**src/rtl/priority_encoder_pkg.sv**
```systemverilog
// Shared types and constants for the streaming priority encoder.
// Holds the FSM state type, the default request width and the index-width helper.
package priority_encoder_pkg;

    localparam int DEFAULT_WIDTH = 8;

    typedef enum logic {
        IDLE = 1'b0,
        BUSY = 1'b1
    } state_t;

    function automatic int idx_w(input int width);
        return $clog2(width);
    endfunction

endpackage

```
**src/rtl/priority_encoder_8to3_stream_if.sv**
```systemverilog
// Request-in / index-out stream bundle for the priority encoder.
// Handshake: a transfer happens on a rising clk edge where valid & ready are both 1;
// a source holds valid and its payload stable until that edge, and never drops valid early.
interface priority_encoder_8to3_stream_if
    import priority_encoder_pkg::*;
#(
    parameter int WIDTH = DEFAULT_WIDTH
);
    localparam int IDX_W = idx_w(WIDTH);

    logic [WIDTH-1:0] in_vec;
    logic             in_valid;
    logic             in_ready;
    logic [IDX_W-1:0] out_idx;
    logic             out_none;
    logic             out_last;
    logic [IDX_W:0]   out_count;
    logic             out_valid;
    logic             out_ready;

    modport master (
        output in_vec, in_valid, out_ready,
        input  in_ready, out_idx, out_none, out_last, out_count, out_valid
    );

    modport slave (
        input  in_vec, in_valid, out_ready,
        output in_ready, out_idx, out_none, out_last, out_count, out_valid
    );

endinterface

```
**src/rtl/msb_finder.sv**
```systemverilog
// Combinational search for the highest set bit of a vector.
// multi flags that further set bits remain below the selected one.
module msb_finder
    import priority_encoder_pkg::*;
#(
    parameter int WIDTH = DEFAULT_WIDTH,
    localparam int IDX_W = idx_w(WIDTH)
) (
    input  logic [WIDTH-1:0] vec,
    output logic [IDX_W-1:0] idx,
    output logic [WIDTH-1:0] onehot,
    output logic             multi
);

    // Ascending scan: the last set bit seen is the highest one.
    always_comb begin
        idx    = '0;
        onehot = '0;
        for (int i = 0; i < WIDTH; i++) begin
            if (vec[i]) begin
                idx       = IDX_W'(i);
                onehot    = '0;
                onehot[i] = 1'b1;
            end
        end
    end

    assign multi = |(vec & ~onehot);

endmodule

```
**src/rtl/priority_encoder_8to3_stream.sv**
```systemverilog
// Accepts a request vector and streams the index of each set bit, highest first.
// An all-zero vector yields a single beat flagged with out_none.
module priority_encoder_8to3_stream
    import priority_encoder_pkg::*;
#(
    parameter int WIDTH = DEFAULT_WIDTH
) (
    input  logic   clk,
    input  logic   rst_n,
    input  logic   enable,
    priority_encoder_8to3_stream_if.slave bus,
    output state_t state_dbg
);

    localparam int IDX_W = idx_w(WIDTH);

    state_t           state;
    logic [WIDTH-1:0] pending;
    logic [WIDTH-1:0] cur_mask;
    logic [WIDTH-1:0] pend_nxt;
    logic [WIDTH-1:0] f_onehot;
    logic [IDX_W-1:0] f_idx;
    logic             f_multi;
    logic [IDX_W:0]   in_count;
    logic             accept;
    logic             fire;

    assign bus.in_ready = (state == IDLE) & enable & rst_n;
    assign accept       = bus.in_valid & bus.in_ready;
    assign fire         = bus.out_valid & bus.out_ready;
    assign state_dbg    = state;

    // The finder looks at the value pending will hold next, so the beat it
    // describes can be registered straight into the output flops.
    always_comb begin
        pend_nxt = pending;
        if (state == IDLE && accept) begin
            pend_nxt = bus.in_vec;
        end else if (state == BUSY && fire) begin
            pend_nxt = pending & ~cur_mask;
        end
    end

    always_comb begin
        in_count = '0;
        for (int i = 0; i < WIDTH; i++) begin
            in_count = in_count + {{IDX_W{1'b0}}, bus.in_vec[i]};
        end
    end

    msb_finder #(.WIDTH(WIDTH)) u_msb (
        .vec    (pend_nxt),
        .idx    (f_idx),
        .onehot (f_onehot),
        .multi  (f_multi)
    );

    always_ff @(posedge clk or negedge rst_n) begin
        if (!rst_n) begin
            state         <= IDLE;
            pending       <= '0;
            cur_mask      <= '0;
            bus.out_valid <= 1'b0;
            bus.out_idx   <= '0;
            bus.out_none  <= 1'b0;
            bus.out_last  <= 1'b0;
            bus.out_count <= '0;
        end else begin
            case (state)
                IDLE: begin
                    if (accept) begin
                        state         <= BUSY;
                        pending       <= pend_nxt;
                        cur_mask      <= f_onehot;
                        bus.out_valid <= 1'b1;
                        bus.out_idx   <= f_idx;
                        bus.out_none  <= ~|bus.in_vec;
                        bus.out_last  <= ~f_multi;
                        bus.out_count <= in_count;
                    end
                end
                BUSY: begin
                    if (fire) begin
                        if (bus.out_last) begin
                            state         <= IDLE;
                            pending       <= '0;
                            cur_mask      <= '0;
                            bus.out_valid <= 1'b0;
                            bus.out_idx   <= '0;
                            bus.out_none  <= 1'b0;
                            bus.out_last  <= 1'b0;
                            bus.out_count <= '0;
                        end else begin
                            pending      <= pend_nxt;
                            cur_mask     <= f_onehot;
                            bus.out_idx  <= f_idx;
                            bus.out_last <= ~f_multi;
                        end
                    end
                end
                default: state <= IDLE;
            endcase
        end
    end

endmodule

```
**src/flat_wrapper.sv**
```systemverilog
// flat-port wrapper written by rule: the top's interface ports become plain ports
module priority_encoder_8to3_stream_flat import priority_encoder_pkg::*;
#(
    parameter int WIDTH = DEFAULT_WIDTH
)
  (clk, rst_n, enable, state_dbg, bus_in_vec, bus_in_valid, bus_out_ready, bus_in_ready, bus_out_idx, bus_out_none, bus_out_last, bus_out_count, bus_out_valid);
  priority_encoder_8to3_stream_if #(.WIDTH(WIDTH)) bus_i ();
  input  logic clk;
  input  logic rst_n;
  input  logic enable;
  output state_t state_dbg;
  input wire logic [$bits(bus_i.in_vec)-1:0] bus_in_vec;
  input wire logic [$bits(bus_i.in_valid)-1:0] bus_in_valid;
  input wire logic [$bits(bus_i.out_ready)-1:0] bus_out_ready;
  output wire logic [$bits(bus_i.in_ready)-1:0] bus_in_ready;
  output wire logic [$bits(bus_i.out_idx)-1:0] bus_out_idx;
  output wire logic [$bits(bus_i.out_none)-1:0] bus_out_none;
  output wire logic [$bits(bus_i.out_last)-1:0] bus_out_last;
  output wire logic [$bits(bus_i.out_count)-1:0] bus_out_count;
  output wire logic [$bits(bus_i.out_valid)-1:0] bus_out_valid;
  assign bus_i.in_vec = bus_in_vec;
  assign bus_i.in_valid = bus_in_valid;
  assign bus_i.out_ready = bus_out_ready;
  assign bus_in_ready = bus_i.in_ready;
  assign bus_out_idx = bus_i.out_idx;
  assign bus_out_none = bus_i.out_none;
  assign bus_out_last = bus_i.out_last;
  assign bus_out_count = bus_i.out_count;
  assign bus_out_valid = bus_i.out_valid;
  priority_encoder_8to3_stream #(.WIDTH(WIDTH)) u_core (.clk(clk), .rst_n(rst_n), .enable(enable), .bus(bus_i), .state_dbg(state_dbg));
endmodule
```
**config.mk**
```make
export PLATFORM = sky130hd
export DESIGN_NAME = priority_encoder_8to3_stream_flat
export DESIGN_NICKNAME = d
export VERILOG_FILES = /design/src/rtl/priority_encoder_pkg.sv /design/src/rtl/priority_encoder_8to3_stream_if.sv /design/src/rtl/msb_finder.sv /design/src/rtl/priority_encoder_8to3_stream.sv /design/src/flat_wrapper.sv
export SDC_FILE = /design/constraint.sdc
export NUM_CORES = 1
export LEC_CHECK = 0
export ABC_AREA = 1
export CAP_MARGIN = 20
export CORE_AREA = 2 2 64 66
export CTS_BUF_LIST = sky130_fd_sc_hd__clkbuf_16
export CTS_CLUSTER_SIZE = 12
export DETAILED_ROUTE_END_ITERATION = 10
export DIE_AREA = 0 0 66 68
export GPL_TIMING_DRIVEN = 0
export MAX_ROUTING_LAYER = met4
export PLACE_DENSITY = 0.72
export SYNTH_ARGS = -nofsm -noshare
export SYNTH_HDL_FRONTEND = slang
export SYNTH_HIERARCHICAL = 1
export SYNTH_SLANG_ARGS = --single-unit
```
**constraint.sdc**
```tcl
create_clock -name clk -period 1.8 [get_ports clk]
set_clock_uncertainty 0.1 [all_clocks]
set_input_delay 0.54 -clock clk [delete_from_list [all_inputs] [get_ports clk]]
set_output_delay 0.54 -clock clk [all_outputs]
set_load 0.01 [all_outputs]
```
==> results.rst <==
.. list-table::
   :header-rows: 1

   * - Metric
     - Value
   * - Critical Path End Type
     - flip-flop
   * - Vias per cell
     - 4.90
   * - Gate count of the mapped netlist
     - 231
   * - Leakage
     - between 0.001 and 0.0015 uW
   * - Via count
     - around 1.6k
   * - Crit Path Max Fanout
     - 2
   * - Clock network latency to the later pin of the worst-skew pair
     - about 0.26 ns
   * - Post-synth ARST share
     - between 90% and 100%
   * - Maximum number of pins on one net before global-route repair
     - 19
   * - Post-DP HPWL
     - 2800 um
   * - Number of remaining DRC errors
     - 0
   * - Number of library cell types mapped by synthesis
     - 29
   * - Number of pins with negative max-slew slack in the final report
     - 0
   * - Number of flops mapped to enable cells by yosys
     - 0
   * - Crit share post-route
     - 166%
   * - Most common cell after layout, fill and taps aside
     - nand2_1
   * - Most frequent cells in the layout
     - nand2_1 (81), dfrtp_1 (27), inv_1 (20), nand2_2 (20), buf_4 (12)
   * - Detailed Route WL
     - 4070 um
   * - Endpoint required time on the critical path
     - 1.91 ns
   * - Worst IR drop on VDD
     - approximately 0.9 mV
   * - Count of yosys warnings during synthesis
     - 6
   * - Multiplexer share of the synthesized area
     - 0%
   * - MaxCap Viol Count
     - 0
   * - Portion of total power attributed to combinational logic
     - slightly below 60%
   * - Setup tns final
     - -3.85 ns
   * - Wire length of the first global-routing pass
     - 6890 um
   * - Yosys reg bits
     - 27
   * - Global-route congestion overflow total
     - 0
   * - Seq pwr share
     - 28.1%
   * - Top cells by area, synth
     - dfrtp_1 (38%), nand2_1 (19%), inv_1 (5.3%)
   * - Final net count
     - 291
   * - Slew at the pin closest to its max-slew limit
     - 0.471 ns
   * - Boundary Pins
     - 25
   * - Achievable clock frequency
     - 336 MHz
   * - Final WS setup
     - -1.18 ns
   * - Fraction of the mapped netlist area in compound gates
     - between 3 and 4%
   * - Clock tree from TritonCTS
     - yes
   * - Post-Synth Adder-Cell Area
     - 7.33%
   * - Starting Density
     - 46.0%
   * - Kind of start point of the critical path
     - primary input
   * - Total routing usage reported by global routing
     - between 20% and 30%
   * - Power density of the placed cells
     - 1480 nW/um^2
   * - Most used flip-flop cell after synthesis
     - dfrtp_1
   * - Count of buffers inserted at the top-level ports
     - 24
   * - Area added between synthesis and finish
     - 35.0%
   * - Final setup violation count
     - 5
   * - Max transition margin
     - 68.5%
   * - Yosys top cell by area
     - dfrtp_1
   * - Routed wire per std cell
     - 12.8 um
   * - Final Hold Slack
     - 0.122 ns
   * - Type of the worst min-delay path
     - primary input to asynchronous set/reset pin
   * - Path type of the worst setup path
     - primary input to flip-flop
   * - Setup repair after global routing missed its margin
     - true
   * - Clock transition at the register clock pins on the worst setup and hold paths after CTS
     - 0.07 ns
   * - X dimension of the die
     - 66 um
   * - Internal power consumption
     - between 1500 and 2000 uW
   * - Vias in the first global route
     - 1469
   * - Count of H-tree levels built during CTS
     - 1
   * - Number of antenna violations at the first check in global routing
     - 0
   * - Post-synthesis share of cell area spent on xor and xnor gates
     - less than 1%
   * - Share of the synthesized area in the top cell type
     - between 30% and 40%
   * - Drt pass-1 iters
     - 4
   * - Filler cell count
     - 352
   * - Proportion of layout cells with a drive suffix above 1
     - 30.9%
   * - TritonCTS buffer count
     - 3
   * - Dominant combinational cell family by area after synthesis
     - simple AND/OR/NAND/NOR gates
   * - Final cell count without fillers
     - 319
   * - Mean cell area of the mapped netlist
     - 7.68 um^2
   * - Die height
     - 68 um
   * - Switching portion of total power
     - 44.1%
   * - Area share of and/or/nand/nor cells after synthesis
     - 39.9%
   * - Number of nets in the synthesized netlist
     - 252
   * - Violated checks
     - setup timing
   * - Total die area
     - 4490 um^2
   * - Placed Cells
     - 306
   * - Net Switching
     - 1560 uW
   * - Number of clock sinks
     - 27
   * - Share of power burned in the clock network
     - about 14%
   * - DRT antenna net count
     - 0
   * - Core outline area
     - 3860 um^2
   * - Combined area of all synthesized cells
     - 1770 um^2
   * - Starting DRC count in detailed routing
     - 72
   * - Global placer's final weighted congestion
     - 0.812
   * - Antenna cell count
     - 0
   * - Final Total Pwr
     - between 3000 and 4000 uW
   * - Run status
     - complete, but fails checks
   * - Max Root-Sink Buffers
     - 2
   * - Row Count
     - 23
   * - Arrival time at the worst endpoint
     - 3.09 ns
   * - Proportion of synthesized chip area in sequential cells
     - 38.1%
   * - Final Hold Vio Count
     - 0
   * - Master cell of the clock root buffer
     - clkbuf_16
   * - Tmin final
     - 2.98 ns
[metrics by stage]
step	setup slack, ns	area (um^2)	utilization, %
after floorplan	-1.31	1800	-
after global placement	-1.87	2100	54.4
after detailed placement	-1.88	2130	55.2
after CTS	-1.24	2270	58.8
after global routing	-1.27	2400	62.1
final	-1.18	2400	62.1
[Yosys cell counts, drive strengths merged (2+ instances only)]
master / n
nand4: 10
buf: 9
nand3: 13
nor2: 13
nand2: 108
o21ai: 4
dfrtp: 27
ha: 4
nor3: 2
fa: 4
inv: 29
a21oi: 4
[critical path: stages]
cell     delay [ns]
buf_8          0.10
fa_1           0.53
inv_1          0.05
fa_1           0.45
fa_1           0.51
inv_2          0.05
ha_4           0.15
inv_2          0.04
fa_2           0.41
or2_0          0.20
nand2_1        0.06
[power by group through the flow]
stage / registers [uW] / clock network [uW] / logic [uW]
2_1_floorplan: 1030 / 0 / 1260
3_3_place_gp: 1010 / 0 / 1760
3_5_place_dp: 1010 / 0 / 1790
4_1_cts: 994 / 517 / 1850
5_1_grt: 1030 / 538 / 2270
6_report: 995 / 502 / 2050
[registers in the layout, summed over array words and instances, names as in the netlist]
name	cells
u_core/bus.out_valid	1
u_core/bus.out_idx	3
u_core/state_dbg	1
u_core/bus.out_none	1
u_core/pending	8
u_core/bus.out_last	1
u_core/bus.out_count	4
u_core/cur_mask	8
[path summary, 6_finish.rpt]
path	from	slack [ns]	depth (start not counted)	end
worst max register to register	u_core/state_dbg$_DFF_PN0_	-0.06	12	u_core/bus.out_last$_DFFE_PN0P_
max in group asynchronous	rst_n	0.56	2	u_core/bus.out_last$_DFFE_PN0P_
worst max-delay path	bus_in_vec[1]	-1.18	11	u_core/bus.out_count[1]$_DFFE_PN0P_
worst min register to register	u_core/bus.out_none$_DFFE_PN0P_	0.37	2	u_core/bus.out_none$_DFFE_PN0P_
min in group clk	u_core/bus.out_none$_DFFE_PN0P_	0.37	2	u_core/bus.out_none$_DFFE_PN0P_
worst min-delay path	rst_n	0.12	2	u_core/pending[4]$_DFFE_PN0P_
[layer usage]
| metal | wire length [um] | track usage [%] | vias to the layer above | share of wire [%] |
|---|---|---|---|---|
| met1 | 1890 | 28.0 | 738 | 47 |
| met3 | 199 | 2.96 | 5 | 4.9 |
| met4 | 51 | 6.38 | 0 | 1.3 |
| met2 | 1930 | 33.3 | 31 | 47 |
| li1 | - | - | 788 | - |
| met5 | 0 | - | - | 0 |
[area by class of cell]
cell class,instances,area (um^2),area share (%)
Sequential cell,27,676,28.2
Clock inverter,1,3.75,0.157
Timing Repair Buffer,34,345,14.4
Buffer,9,88.8,3.71
Inverter,29,114,4.75
Clock buffer,3,75.1,3.13
Tap cell,50,62.6,2.61
Multi-Input combinational cell,166,1030,43.0
[repair_timing]
item                       CTS  global route
pin swaps                   12            11
gates cloned                 1             0
hold buffers                 1             0
setup endpoints to repair   34            17
hold endpoints to repair     9             0
gates resized for setup     47            31
buffers inserted             2             5
[cell families (layout without fill, tap and decap cells)]
group / count (synthesis) / in the layout
simple gates: 147 / 147
flops: 27 / 27
compound gates: 10 / 10
fa+ha+maj: 8 / 8
xor+xnor: 1 / 1
buf+inv: 38 / 76
Note: power is estimated with default switching activity, not from simulation.
